--- config.mk ---
export PLATFORM = sky130hd
export DESIGN_NAME = spi_accel_responder
export DESIGN_NICKNAME = d
export VERILOG_FILES = /design/src/rtl/spi_accel_responder.sv
export SDC_FILE = /design/constraint.sdc
export NUM_CORES = 1
export LEC_CHECK = 0
export CAP_MARGIN = 20
export CORE_ASPECT_RATIO = 1.5
export CORE_MARGIN = 5
export CORE_UTILIZATION = 56
export DETAILED_ROUTE_END_ITERATION = 10
export PLACE_DENSITY_LB_ADDON = 0.08
export SYNTH_ARGS = -nofsm -noshare
export SYNTH_HDL_FRONTEND = slang
export SYNTH_SLANG_ARGS = --single-unit
--- constraint.sdc ---
create_clock -name i_clk -period 13.5 [get_ports i_clk]
set_input_delay 2.7 -clock i_clk [delete_from_list [all_inputs] [get_ports i_clk]]
set_output_delay 2.7 -clock i_clk [all_outputs]
set_load 0.005 [all_outputs]
--- src/rtl/spi_accel_responder.sv ---
// spi_accel_responder: SPI mode-0 responder emulating the ADXL362 register map.
// Ports: i_clk/i_rst system clock and async active-high reset; i_sclk/i_cs_n/i_mosi/o_miso
// SPI lines (oversampled in i_clk); i_sample_valid/i_x/i_y/i_z sample feed; o_power_ctl reg 0x2D.
// Optional: define SPI_RESP_SOFT_RESET_EN to enable soft reset by writing 0x52 to 0x1F.
module spi_accel_responder #(
  parameter logic [7:0] DEVID_AD  = 8'hAD,
  parameter logic [7:0] DEVID_MST = 8'h1D,
  parameter logic [7:0] PARTID    = 8'hF2,
  parameter logic [7:0] REVID     = 8'h01
) (
  input  logic        i_clk,
  input  logic        i_rst,
  input  logic        i_sclk,
  input  logic        i_cs_n,
  input  logic        i_mosi,
  output logic        o_miso,
  input  logic        i_sample_valid,
  input  logic [11:0] i_x,
  input  logic [11:0] i_y,
  input  logic [11:0] i_z,
  output logic [7:0]  o_power_ctl
);
  typedef enum logic [2:0] {IDLE, CMD, ADDR, DATA, IGNORE} state_t;
  state_t r_state, w_state_n;
  logic [2:0] r_sclk, r_cs, r_mosi;
  logic [2:0] r_bit;
  logic [6:0] r_rx;
  logic [7:0] r_tx, w_byte, w_rd_data;
  logic [5:0] r_addr, w_rd_addr;
  logic r_rd, r_miso, r_ready, r_hit;
  logic [11:0] r_x, r_y, r_z, r_sx, r_sy, r_sz;
  logic [7:0] r_mem [32];
  logic w_rise, w_fall, w_cs_fall, w_cs_rise, w_shift, w_done, w_soft;
  // [1] is the synchronized level, [2] the history used for edge detection
  assign w_rise    = r_sclk[1] & ~r_sclk[2] & ~r_cs[1];
  assign w_fall    = ~r_sclk[1] & r_sclk[2] & ~r_cs[1];
  assign w_cs_fall = ~r_cs[1] & r_cs[2];
  assign w_cs_rise = r_cs[1] & ~r_cs[2];
  assign w_shift   = w_rise && (r_state inside {CMD, ADDR, DATA});
  assign w_done    = w_shift && r_bit == 3'd7;
  // MOSI is taken from the older copy, which was stable a full cycle before the detected rise
  assign w_byte    = {r_rx, r_mosi[2]};
  // address of the byte to prefetch: the received address, or the next one in a burst
  assign w_rd_addr = r_state == ADDR ? w_byte[5:0] : r_addr + 6'd1;
  assign o_miso      = r_miso;
  assign o_power_ctl = r_mem[13];
`ifdef SPI_RESP_SOFT_RESET_EN
  logic r_soft;
  always_ff @(posedge i_clk or posedge i_rst)
    if (i_rst) r_soft <= 1'b0;
    else if (w_cs_rise) r_soft <= 1'b0;
    else if (w_done && r_state == DATA && !r_rd && r_addr == 6'h1F && w_byte == 8'h52) r_soft <= 1'b1;
  assign w_soft = r_soft & w_cs_rise;
`else
  assign w_soft = 1'b0;
`endif
  always_comb begin
    w_rd_data = 8'h00;
    case (w_rd_addr)
      6'h00: w_rd_data = DEVID_AD;
      6'h01: w_rd_data = DEVID_MST;
      6'h02: w_rd_data = PARTID;
      6'h03: w_rd_data = REVID;
      6'h08: w_rd_data = r_sx[11:4];
      6'h09: w_rd_data = r_sy[11:4];
      6'h0A: w_rd_data = r_sz[11:4];
      6'h0B: w_rd_data = {7'd0, r_ready};
      6'h0E: w_rd_data = r_sx[7:0];
      6'h0F: w_rd_data = {{4{r_sx[11]}}, r_sx[11:8]};
      6'h10: w_rd_data = r_sy[7:0];
      6'h11: w_rd_data = {{4{r_sy[11]}}, r_sy[11:8]};
      6'h12: w_rd_data = r_sz[7:0];
      6'h13: w_rd_data = {{4{r_sz[11]}}, r_sz[11:8]};
      default: w_rd_data = w_rd_addr[5] ? r_mem[w_rd_addr[4:0]] : 8'h00;
    endcase
  end
  always_comb begin
    w_state_n = r_state;
    if (w_cs_rise) w_state_n = IDLE;
    else if (r_state == IDLE) w_state_n = w_cs_fall ? CMD : IDLE;
    else if (w_done) w_state_n = r_state != CMD ? DATA : (w_byte == 8'h0B || w_byte == 8'h0A) ? ADDR : IGNORE;
  end
  always_ff @(posedge i_clk or posedge i_rst)
    if (i_rst) r_state <= IDLE;
    else r_state <= w_state_n;
  always_ff @(posedge i_clk or posedge i_rst)
    if (i_rst) begin
      r_sclk  <= 3'b000;
      r_cs    <= 3'b111;
      r_mosi  <= 3'b000;
      r_bit   <= 3'd0;
      r_rx    <= 7'd0;
      r_tx    <= 8'd0;
      r_addr  <= 6'd0;
      r_rd    <= 1'b0;
      r_miso  <= 1'b0;
      r_hit   <= 1'b0;
      r_ready <= 1'b0;
      r_x     <= 12'd0;
      r_y     <= 12'd0;
      r_z     <= 12'd0;
      r_sx    <= 12'd0;
      r_sy    <= 12'd0;
      r_sz    <= 12'd0;
      r_mem   <= '{default: 8'd0};
    end else begin
      r_sclk <= {r_sclk[1:0], i_sclk};
      r_cs   <= {r_cs[1:0], i_cs_n};
      r_mosi <= {r_mosi[1:0], i_mosi};
      if (w_cs_fall) begin
        r_bit <= 3'd0;
        r_hit <= 1'b0;
        r_sx  <= r_x;
        r_sy  <= r_y;
        r_sz  <= r_z;
      end else if (w_shift) begin
        r_bit <= r_bit + 3'd1;
        r_rx  <= w_byte[6:0];
      end
      if (w_done && r_state == CMD) r_rd <= w_byte == 8'h0B;
      if (w_done && r_state != CMD) r_addr <= w_rd_addr;
      if (w_done && r_state != CMD) r_tx <= w_rd_data;
      else if (w_fall && r_state == DATA && r_rd) r_tx <= {r_tx[6:0], 1'b0};
      if (w_done && r_state == DATA && !r_rd && r_addr[5]) r_mem[r_addr[4:0]] <= w_byte;
      if (w_done && r_state == DATA && r_rd && r_addr inside {[6'h08:6'h13]}) r_hit <= 1'b1;
      r_miso <= (r_state == DATA && r_rd && !w_cs_rise) ? (w_fall ? r_tx[7] : r_miso) : 1'b0;
      if (w_cs_rise && r_hit) r_ready <= 1'b0;
      if (w_soft) begin
        r_mem   <= '{default: 8'd0};
        r_ready <= 1'b0;
        r_x     <= 12'd0;
        r_y     <= 12'd0;
        r_z     <= 12'd0;
        r_sx    <= 12'd0;
        r_sy    <= 12'd0;
        r_sz    <= 12'd0;
      end
      // a new sample takes priority over any clear in the same cycle
      if (i_sample_valid) begin
        r_x     <= i_x;
        r_y     <= i_y;
        r_z     <= i_z;
        r_ready <= 1'b1;
      end
    end
endmodule

==> summary.txt, run 1 <==
Run status
  • Status: completed

Logic synthesis
  • Mapped Area: 17400 µm²
  • Biggest area consumer among synthesized cells: dfrtp_1
  • Top FF cell, synth: dfrtp_1
  • Synth Area in Simple Gates: 11.1%
  • Syn Area/Cell: 11.2 µm²
  • Total nets after synthesis: 1602
  • FF+latch count, synth: 368
  • Synth warn: 0
  • Main combinational cell family by area after synthesis: multiplexers
  • Mux cell area share after synthesis: 20.8%
  • Post-synth EDFFs: 0
  • Synth Area in Compound Gates: 11.1%
  • Async set or reset register ratio after synthesis: 100%
  • Area fraction of the dominant cell type after synthesis: 52.6%
  • XOR/XNOR share of the synthesized area: 0.202%
  • Top cells by area, synth: dfrtp_1 53%, mux2_2 19%, nand2_1 5.7%
  • Synth Area in Adders: 0.432%
  • Post-synthesis cell type count: 70
  • Cells after Synth: 1554
  • Register area share after synthesis: 53.0%

Global route
  • Vias in the first global route: 12700
  • Initial antenna violation count: 0
  • Gr usage total: 26.4%
  • GRT overflow: 0
  • Pin count of the biggest net entering global routing: 163
  • First-pass GRT wire length: 72700 µm

Clocking
  • CTS max path bufs: 3
  • Total CTS buffers: 36
  • CTS tree: yes
  • Post-CTS resize count: 0
  • Setup Buffers After CTS: 0
  • H-tree levels: 2
  • Sink Count: 368
  • Root Driver: clkbuf_16
  • Clock transition at path regs: 0.06 ns
  • Latest clock arrival within the worst-skew pair: 0.53 ns
  • Hold buffer count at CTS: 0

Floorplanning
  • Starting Density: 56.3%
  • Core Footprint: 30800 µm²
  • IO Pins: 51
  • Cell Rows: 79
  • Die area: 34700 µm²
  • Die Wd: 154 µm
  • Die Y: 226 µm

Critical path
  • CP Launch Type: input pin
  • Crit path arrival time: 5.47 ns
  • Slowest cell on the critical path: buf_4
  • Largest stage delay on the critical path: 0.88 ns
  • Critical path required time: 14.02 ns
  • Critical path cell sequence: clkdlybuf4s50_1 > inv_8 > buf_4 > buf_12
  • CP Max Fanout: 162
  • Crit path launch: i_rst
  • Setup crit end kind: asynchronous set/reset pin
  • Reg-to-Reg Start: r_addr[0]$_DFFE_PP0P_
  • Crit path kind: input pin to asynchronous set/reset pin

Drt
  • DR iter-0 viols: 914
  • Routed WL: 45500 µm
  • Wire per inst: 22.9 µm
  • First-pass detailed-route iteration total: 5
  • Vias per inst: 6.27
  • Via count: 12400
  • Post-route antenna net violation count: 0
  • DRC violations left: 0

Power
  • Leak pwr: 8.94 nW
  • PwrDens: 119 nW/µm²
  • IR drop worst, VDD: 0.000128 V

Timing
  • Final setup violation count: 0
  • Slew Limit Fails: 0
  • Worst-margin pin slew: 1.05 ns
  • Tmin final: 4.95 ns
  • Achievable frequency: 202 MHz
  • Fin Clk Skew: 0.0178 ns
  • Unrepaired setup endpoints after global routing: no
  • Post-route clock period utilization: 36.7%
  • Final hold vios: 0
  • Max_slew headroom: 29.9%
  • Fin Setup TNS: 0 ns

Placed design
  • DP Wirelength: 29000 µm
  • PortBufs: 50
  • Dpl cells: 1918
  • Routability Congestion: 0.881

Finish
  • Antenna Cells: 0
  • Non-filler cells, final: 1983
  • Share of cells above drive strength 1: 25.7%
  • Layout area overhead: 11.1%
  • Filler cells: 2577
  • Nets@finish: 1600

Hold path
  • Hold Path Class: flop to flop
  • HP Start: r_sclk[0]$_DFF_PP0_

Job
  • Max-Cap Viols: 0
-- synthesized netlist by cell type, drive strengths merged (9+ instances only) --
cell type / number
buf: 54
nor2: 37
and3: 11
a22oi: 17
inv: 11
nand3: 51
mux2i: 18
a211oi: 9
dfrtp: 365
o21ai: 61
a221oi: 16
a32oi: 9
a21oi: 105
nor3: 11
nand2: 266
a22o: 17
mux2: 305
a31oi: 15
clkbuf: 62
-- worst paths after layout --
kind                                               end  slack (ns)  depth (start not counted)
worst min register to register     r_sclk[1]$_DFF_PP0_        0.35                          0
worst min-delay path               r_sclk[1]$_DFF_PP0_        0.35                          0
min in group asynchronous          r_sclk[2]$_DFF_PP0_        2.69                          2
worst max-delay path            r_mem[142]$_DFFE_PP0P_        8.55                          4
max in group i_clk                 r_tx[2]$_DFFE_PP0P_        8.91                         12
worst max register to register     r_tx[2]$_DFFE_PP0P_        8.91                         12
-- flip-flops by register name, summed over array words and instances, names as in the netlist --
| register | cells |
|---|---|
| r_z | 12 |
| r_cs | 3 |
| r_sy | 12 |
| r_rx | 7 |
| r_sx | 12 |
| r_addr | 6 |
| r_mem | 248 |
| r_state | 3 |
| r_bit | 3 |
| r_mosi | 3 |
| r_y | 12 |
| r_sclk | 3 |
| o_power_ctl | 8 |
| r_rd | 1 |
| r_tx | 8 |
| o_miso | 1 |
| r_x | 12 |
| r_ready | 1 |
| r_hit | 1 |
| r_sz | 12 |
-- through the flow --
step	power, mW	hold WS [ns]	util [%]	cell area, µm²	worst slack, ns
after floorplan	1.25	0.331	-	17400	0.588
after global placement	1.30	0.334	58.7	18100	7.84
after detailed placement	1.30	0.337	58.7	18100	7.82
after CTS	2.32	0.351	62.6	19300	8.36
after global routing	2.38	0.357	62.6	19300	8.00
final	2.30	0.347	62.6	19300	8.55
-- cell type report --
cell class | count | area (µm²) | share of cell area, %
tap | 405 | 507 | 2.63
clock inverter | 12 | 151 | 0.784
multi-input combinational | 1059 | 7640 | 39.6
timing repair buffer | 76 | 706 | 3.66
sequential | 368 | 9210 | 47.7
inverter | 11 | 48.8 | 0.253
clock buffer | 52 | 1030 | 5.35
-- placed cells by master, fill, tap and decap left out, types with 11 or more instances in the layout --
cell type / Yosys / routed
dfrtp_1: 365 / 364
mux2_2: 297 / 297
nand2_1: 266 / 266
a21oi_1: 105 / 104
o21ai_0: 60 / 60
clkdlybuf4s50_1: 0 / 50
nand3_1: 47 / 47
clkbuf_16: 0 / 37
nor2_1: 32 / 31
buf_4: 10 / 24
mux2i_1: 18 / 17
a22oi_1: 17 / 17
a22o_1: 17 / 17
a221oi_1: 16 / 16
a31oi_1: 15 / 15
and3_1: 11 / 11
nor3_1: 11 / 11
-- cells by family (layout without fill, tap and decap cells) --
group,Yosys count,in the layout
compound gates,302,302
xor+xnor,4,4
fa+ha+maj,6,6
buf+inv,127,151
flops,368,368
mux,323,323
simple gates,424,424
-- routing by layer --
layer / part of all wire [%] / GRT usage [%] / wire length [µm] / vias up
met5: 0 / 0 / 0 / -
met4: 3.8 / 10.1 / 1720 / 0
met3: 4.8 / 3.32 / 2180 / 108
met2: 51 / 46.2 / 23100 / 401
met1: 41 / 33.8 / 18500 / 6378
li1: - / - / - / 5551
-- power by group --
part,switching [mW],internal [mW]
combinational,0.0580,0.0468
clock,0.424,0.592
sequential,0.0351,1.14
total,0.517,1.78
-- worst max-delay path: cells and delay by family --
| kind | cells | cell delay (ns) |
|---|---|---|
| buffers and inverters | 4 | 2.56 |
(Power assumes the default switching activity.)
==> inputs of run 2 (changes only) <==
==> constraint.sdc (replaced) <==
create_clock -name i_clk -period 4 [get_ports i_clk]
set_input_delay 0.8 -clock i_clk [delete_from_list [all_inputs] [get_ports i_clk]]
set_output_delay 0.8 -clock i_clk [all_outputs]
set_load 0.005 [all_outputs]
==> run 2 against run 1 <==
- final area up 1.3%
- sequential share of layout area down 0.62 points
- sequential cell count unchanged
- via count up 1.7%
- sequential power rose to 3.4 times the previous value
- total power rose to 3.4 times the previous value
- hold slack better by 0.00079 ns
- first-iteration DRC count up 46%
- register-to-register slack worse by 8.4 ns
- clock skew down 0.0020 ns
- wire length up 1.8%
- critical path depth up 7
==> summary.txt, run 2 (synthesis results as in run 1) <==
Global route
  • Initial antenna violation count: 0 (unchanged)
  • First-pass GRT wire length: 73600 µm (+1.3%)
  • Vias in the first global route: 12700 (-0.50%)
  • Pin count of the biggest net entering global routing: 108 (-34%)
  • Gr usage total: 26.9% (+0.49 points)
  • GRT overflow: 0 (unchanged)

Finish
  • Nets@finish: 1623 (+1.4%)
  • Max reg flops: 248 (unchanged)
  • Non-filler cells, final: 2008 (+1.3%)
  • Commonest non-fill, non-tap cell in the layout: dfrtp_1
  • Most frequent cells in the layout: 365 x dfrtp_1, 297 x mux2_2, 266 x nand2_1, 104 x a21oi_1, 60 x o21ai_0
  • Post-route cell area: 19500 µm² (+1.3%)
  • Share of cells above drive strength 1: 26.8% (+1.0 points)
  • Layout area overhead: 12.6%
  • Biggest register: r_mem
  • Antenna Cells: 0 (unchanged)

Timing
  • Slew Limit Fails: 0 (unchanged)
  • Tmin final: 3.45 ns
  • Final hold vios: 0 (unchanged)
  • Post-Route Hold Slack: 0.348 ns (+0.000786 ns)
  • Achievable frequency: 290 MHz
  • Worst-margin pin slew: 1.01 ns (-0.0377 ns)
  • Fin Setup TNS: 0 ns (unchanged)
  • Post-route clock period utilization: 86.2%
  • Max_slew headroom: 32.4% (+2.5 points)
  • Final setup violation count: 0 (unchanged)
  • Unrepaired setup endpoints after global routing: no
  • Fin Clk Skew: 0.0158 ns (-0.00204 ns)

Floorplanning
  • Core Footprint: 30800 µm² (unchanged)
  • Die Y: 226 µm (unchanged)
  • Starting Density: 56.3% (unchanged)
  • Cell Rows: 79 (unchanged)
  • IO Pins: 51 (unchanged)
  • Die area: 34700 µm² (unchanged)
  • Die Wd: 154 µm (unchanged)

Power
  • IR drop worst, VDD: 0.000400 V (+210%)
  • Final Total Pwr: 7.72 mW (+240%)
  • Leak pwr: 9.09 nW (+1.6%)
  • PwrDens: 395 nW/µm² (+230%)

Drt
  • Post-route antenna net violation count: 0 (unchanged)
  • Vias per inst: 6.30 (+0.43%)
  • Wire per inst: 23.1 µm (+0.57%)
  • Routed WL: 46300 µm (+1.8%)
  • First-pass detailed-route iteration total: 6 (+1)
  • DRC violations left: 0 (unchanged)
  • Via count: 12600 (+1.7%)
  • DR iter-0 viols: 1330 (+46%)

Placed design
  • Routability Congestion: 0.925 (+5.0%)
  • PortBufs: 50 (unchanged)
  • Dpl cells: 1941 (+1.2%)
  • DP Wirelength: 30600 µm (+5.8%)
  • Post-DP Area: 18400 µm² (+1.5%)

Clocking
  • Post-CTS resize count: 0 (unchanged)
  • H-tree levels: 2 (unchanged)
  • CTS max path bufs: 3 (unchanged)
  • Setup Buffers After CTS: 0 (unchanged)
  • Sink Count: 368 (unchanged)
  • Total CTS buffers: 37 (+2.8%)
  • Root Driver: clkbuf_16
  • CTS tree: yes
  • Latest clock arrival within the worst-skew pair: 0.54 ns (about the same)
  • Hold buffer count at CTS: 0 (unchanged)
  • Clock transition at path regs: 0.07 ns (about the same)

Critical path
  • CP Max Fanout: 107 (-34%)
  • Setup crit end kind: flop
  • Critical path cell sequence: inv_1 > ha_1 > inv_1 > o21ai_4 > buf_12 > nand2_1 > and3_1 > a31oi_1 > o221ai_1 > or3_1 > a32oi_1
  • Largest stage delay on the critical path: 0.54 ns (-0.34 ns)
  • CP dominant cell by count: inv_1
  • CP Launch Type: flop
  • Slowest cell on the critical path: dfrtp_1
  • Worst-case register-to-register setup slack: 0.55 ns (-8.36 ns)
  • Critical path required time: 4.44 ns (-9.58 ns)
  • Crit path arrival time: 3.89 ns (-1.58 ns)
  • Crit path kind: flop to flop

Hold path
  • Hold Path Class: flop to flop

Run status
  • Status: completed

Job
  • Max-Cap Viols: 0 (unchanged)
## run 2: changes by cell type in the layout (fill, tap and decap cells not counted), moves of 2 or more
| cell | delta |
|---|---|
| buf_4 | +15 |
| bufinv_16 | -3 |
| inv_6 | -2 |
| clkinv_2 | +3 |
| clkbuf_16 | +2 |
| buf_12 | +8 |
## run 2: layout make-up
type / count / area (µm²)
Multi-Input combinational cell: 1059 / 7640
Tap cell: 405 / 507
Clock inverter: 11 / 71.3
Sequential cell: 368 / 9210
Fill cell: 2520 / 11300
Inverter: 11 / 45.0
Timing Repair Buffer: 98 / 973
Clock buffer: 56 / 1100
## run 2: worst paths after layout
kind	from	to	depth (start not counted)
setup reg to reg	r_addr[0]$_DFFE_PP0P_	r_tx[7]$_DFFE_PP0P_	11
setup / recovery	r_addr[0]$_DFFE_PP0P_	r_tx[7]$_DFFE_PP0P_	11
hold reg to reg	r_mosi[1]$_DFF_PP0_	r_mosi[2]$_DFF_PP0_	0
max in group asynchronous	i_rst	r_mem[66]$_DFFE_PP0P_	3
min in group asynchronous	i_rst	r_x[8]$_DFFE_PP0P_	2
hold / removal	r_mosi[1]$_DFF_PP0_	r_mosi[2]$_DFF_PP0_	0
## run 2: power by group
| part | total, mW | internal [mW] | switching [mW] |
|---|---|---|---|
| combinational | 0.378 | 0.169 | 0.209 |
| clock | 3.38 | 1.91 | 1.47 |
| sequential | 3.96 | 3.85 | 0.115 |
| total | 7.72 | 5.93 | 1.79 |
## run 2: metal layers
metal	GRT usage (%)	routed length [µm]	vias up
li1	-	-	5616
met1	34.8	18700	6432
met2	45.1	22800	452
met3	3.41	2340	149
met4	13.2	2540	0
met5	0	0	-
## run 2: critical path, delay by kind of cell, from the launching register on
family | cells | cell delay, ns
AOI/OAI and AO/OA | 4 | 0.84
adders and majority gates | 1 | 0.46
buffers and inverters | 3 | 0.82
DFF | 1 | 0.54
and+or+nand+nor | 3 | 0.66
## run 2: per-stage QoR
step,utilization [%],setup WS (ns)
floorplan,-,-1.74
CTS,63.4,0.589
finish,63.4,0.554
global placement,59.6,0.666
global route,63.4,0.316
detailed placement,59.6,0.595
==> inputs of run 3 (changes only) <==
--- a/config.mk
+++ b/config.mk
@@ -9,6 +9,7 @@
 export CORE_ASPECT_RATIO = 1.5
 export CORE_MARGIN = 5
 export CORE_UTILIZATION = 56
+export CTS_CLUSTER_SIZE = 8
 export DETAILED_ROUTE_END_ITERATION = 10
 export PLACE_DENSITY_LB_ADDON = 0.08
 export SYNTH_ARGS = -nofsm -noshare
==> constraint.sdc (replaced) <==
create_clock -name i_clk -period 3 [get_ports i_clk]
set_input_delay 0.6 -clock i_clk [delete_from_list [all_inputs] [get_ports i_clk]]
set_output_delay 0.6 -clock i_clk [all_outputs]
set_load 0.005 [all_outputs]
==> run 3 against run 2 <==
- clock skew is 0.0046 ns higher
- via count rose by 3.4%
- clock power increased by 51%
- worst setup slack got worse by 0.54 ns
- sequential share of layout area is 3.0 points lower
- highest routed layer unchanged
- critical path depth down 2
- critical path type unchanged
- largest cell class unchanged
- register-to-register slack got worse by 0.54 ns
- core utilization rose by 4.3 points
- clock-buffer cell count increased by 8
- critical endpoint is now r_tx[4]$_DFFE_PP0P_
- fmax increased by 15%
- die area unchanged
- wire length rose by 7.4%
==> summary.txt, run 3 (synthesis results as in run 1) <==
Run status
  • Status: completed

Placed design
  • Routability Congestion: 0.952 (+2.9%)
  • DP Wirelength: 33800 µm (+10%)
  • Place WS: -0.180 ns (-0.775 ns)
  • Post-DP Area: 19300 µm² (+5.0%)
  • PortBufs: 50 (unchanged)

Finish
  • Max reg flops: 248 (unchanged)
  • Layout area overhead: 20.2%
  • Multi-input gate area: 7700 µm² (+0.79%)
  • Commonest non-fill, non-tap cell in the layout: dfrtp_1
  • Most frequent cells in the layout: 364 x dfrtp_1, 296 x mux2_2, 264 x nand2_1, 139 x buf_4, 104 x a21oi_1
  • Biggest register: r_mem
  • Filler cells: 2443 (-3.1%)
  • Register area: 9210 µm² (about the same)
  • Share of cells above drive strength 1: 32.2% (+5.4 points)
  • Post-route cell area: 20900 µm² (+6.8%)
  • Nets@finish: 1752 (+7.9%)
  • Antenna Cells: 0 (unchanged)

Floorplanning
  • Die area: 34700 µm² (unchanged)
  • Core Footprint: 30800 µm² (unchanged)
  • IO Pins: 51 (unchanged)
  • Starting Density: 56.3% (unchanged)
  • Die Y: 226 µm (unchanged)
  • Cell Rows: 79 (unchanged)
  • Die Wd: 154 µm (unchanged)

Power
  • Leak pwr: 9.80 nW (+7.9%)
  • IR drop worst, VDD: 0.000429 V (+7.3%)
  • Comb pwr share: 4.9% (about the same)
  • P_int: 8.49 mW (+43%)
  • Net Sw Power: 2.43 mW (+36%)
  • Seq pwr share: 48.4% (-2.9 points)
  • PwrDens: 524 nW/µm² (+33%)
  • Clk pwr share: 46.7% (+2.9 points)
  • Sw Ratio: 22.3% (-0.91 points)
  • Final Total Pwr: 10.9 mW (+42%)

Timing
  • Achievable frequency: 334 MHz (+15%)
  • Unrepaired setup endpoints after global routing: yes
  • Post-Route Hold Slack: 0.340 ns (-0.00810 ns)
  • Fin Clk Skew: 0.0204 ns (+0.00456 ns)
  • Post-route clock period utilization: 99.7% (+14 points)
  • Setup ws final: 0.00881 ns (-0.545 ns)
  • Final setup violation count: 0 (unchanged)
  • Max_slew headroom: 44.3% (+12 points)
  • Slew Limit Fails: 0 (unchanged)
  • Final hold vios: 0 (unchanged)
  • Worst-margin pin slew: 0.834 ns (-0.178 ns)
  • Tmin final: 2.99 ns (-0.455 ns)

Global route
  • GRT overflow: 0 (unchanged)
  • First-pass GRT wire length: 77500 µm (+5.3%)
  • Gr usage total: 28.4% (+1.5 points)
  • Initial antenna violation count: 0 (unchanged)
  • Vias in the first global route: 13600 (+7.4%)
  • Pin count of the biggest net entering global routing: 91 (-16%)

Clocking
  • Root Driver: clkbuf_16
  • Clock transition at path regs: 0.05 ns (-0.02 ns)
  • Latest clock arrival within the worst-skew pair: 0.56 ns (+0.02 ns)
  • CTS max path bufs: 3 (unchanged)
  • Sink Count: 368 (unchanged)
  • CTS tree: yes
  • H-tree levels: 2 (unchanged)
  • Total CTS buffers: 51 (+38%)
  • Hold buffer count at CTS: 0 (unchanged)

Critical path
  • Setup crit end kind: flop
  • Worst-case register-to-register setup slack: 0.009 ns (-0.54 ns)
  • FF-to-FF path depth: 9 (-2)
  • RR Endpoint: r_tx[4]$_DFFE_PP0P_
  • Crit path kind: flop to flop
  • CP Launch Type: flop
  • Crit path arrival time: 3.41 ns (-0.48 ns)
  • Critical path required time: 3.42 ns (-1.02 ns)
  • Reg-to-Reg Start: r_state[0]$_DFFE_PP0P_
  • CP Max Fanout: 6 (-94%)

Hold path
  • Hold endpoint: r_sclk[1]$_DFF_PP0_
  • Hold path cells: 0 (unchanged)
  • HP Start: r_sclk[0]$_DFF_PP0_
  • Hold Path Class: flop to flop

Drt
  • First-pass detailed-route iteration total: 5 (-1)
  • DRC violations left: 0 (unchanged)
  • Vias per inst: 6.17 (-2.1%)
  • Post-route antenna net violation count: 0 (unchanged)
  • DR iter-0 viols: 887 (-33%)
  • WL met2: 25300 µm (+11%)
  • Routed length on met1: 19700 µm (+5.6%)
  • Wire per inst: 23.5 µm (+1.7%)
  • Met3 wire length: 2220 µm (-5.2%)
  • Via count: 13100 (+3.4%)
  • Highest routed metal layer: met4
  • Routed WL: 49700 µm (+7.4%)

Job
  • Max-Cap Viols: 0 (unchanged)
==> run 3: cell types whose count changed in the layout (fill, tap and decap cells not counted), moves of 2 or more <==
cell / delta
buf_12: +12
nand2_2: +2
clkinv_2: -7
buf_4: +100
clkbuf_16: +17
nand2_1: -2
clkbuf_8: -6
==> run 3: per-stage QoR <==
step	setup TNS (ns)	utilization, %	instances
after floorplan	-929.10	-	1554
after global placement	-0.153	62.6	2044
after detailed placement	-0.180	62.6	2044
after CTS	0	67.1	2108
after global routing	-0.0846	67.7	2120
final	0	67.7	2120
==> run 3: final cells by class <==
| type | instances | area share [%] |
|---|---|---|
| Clock buffer | 64 | 6.55 |
| Inverter | 11 | 0.216 |
| Multi-Input combinational cell | 1059 | 36.9 |
| Sequential cell | 368 | 44.1 |
| Tap cell | 405 | 2.43 |
| Timing Repair Buffer | 213 | 9.77 |
==> run 3: worst max path at each step <==
stage,from,to,cells after the start
2_1_floorplan,i_rst,o_miso$_DFFE_PP0P_,1
3_3_place_gp,r_state[2]$_DFFE_PP0P_,r_tx[4]$_DFFE_PP0P_,12
3_5_place_dp,r_state[2]$_DFFE_PP0P_,r_tx[4]$_DFFE_PP0P_,12
4_1_cts,r_state[2]$_DFFE_PP0P_,r_tx[4]$_DFFE_PP0P_,9
5_1_grt,r_addr[1]$_DFFE_PP0P_,r_tx[2]$_DFFE_PP0P_,12
6_report,r_state[0]$_DFFE_PP0P_,r_tx[4]$_DFFE_PP0P_,9
==> run 3: what timing repair did <==
action	in CTS	in global routing
pin swaps	0	5
gates resized for setup	4	11
setup buffers	0	9
endpoints found under the hold margin	0	0
cloned	0	3
endpoints found under the setup margin	2	14
==> run 3: power groups by stage <==
stage | Combinational, mW | Clock [mW] | Sequential [mW]
floorplan | 0.338 | 0 | 5.30
global placement | 0.531 | 0 | 5.36
detailed placement | 0.544 | 0 | 5.37
CTS | 0.547 | 5.20 | 5.29
global route | 0.594 | 5.42 | 5.30
finish | 0.539 | 5.10 | 5.29
==> run 3: metal layers <==
metal  vias to the layer above  track usage (%)
met5                         -                0
met3                       153             3.68
met2                       426             49.8
met1                      6634             35.4
met4                         0             12.4
li1                       5861                -
==> run 3: worst max-delay path, stage by stage, from the launching register on <==
cell      delay [ns]
dfrtp_1         0.43
or3b_4          0.50
mux2_4          0.34
or3_1           0.48
buf_4           0.21
a21oi_1         0.28
a211oi_2        0.10
buf_4           0.17
nor2_1          0.21
a32oi_1         0.13
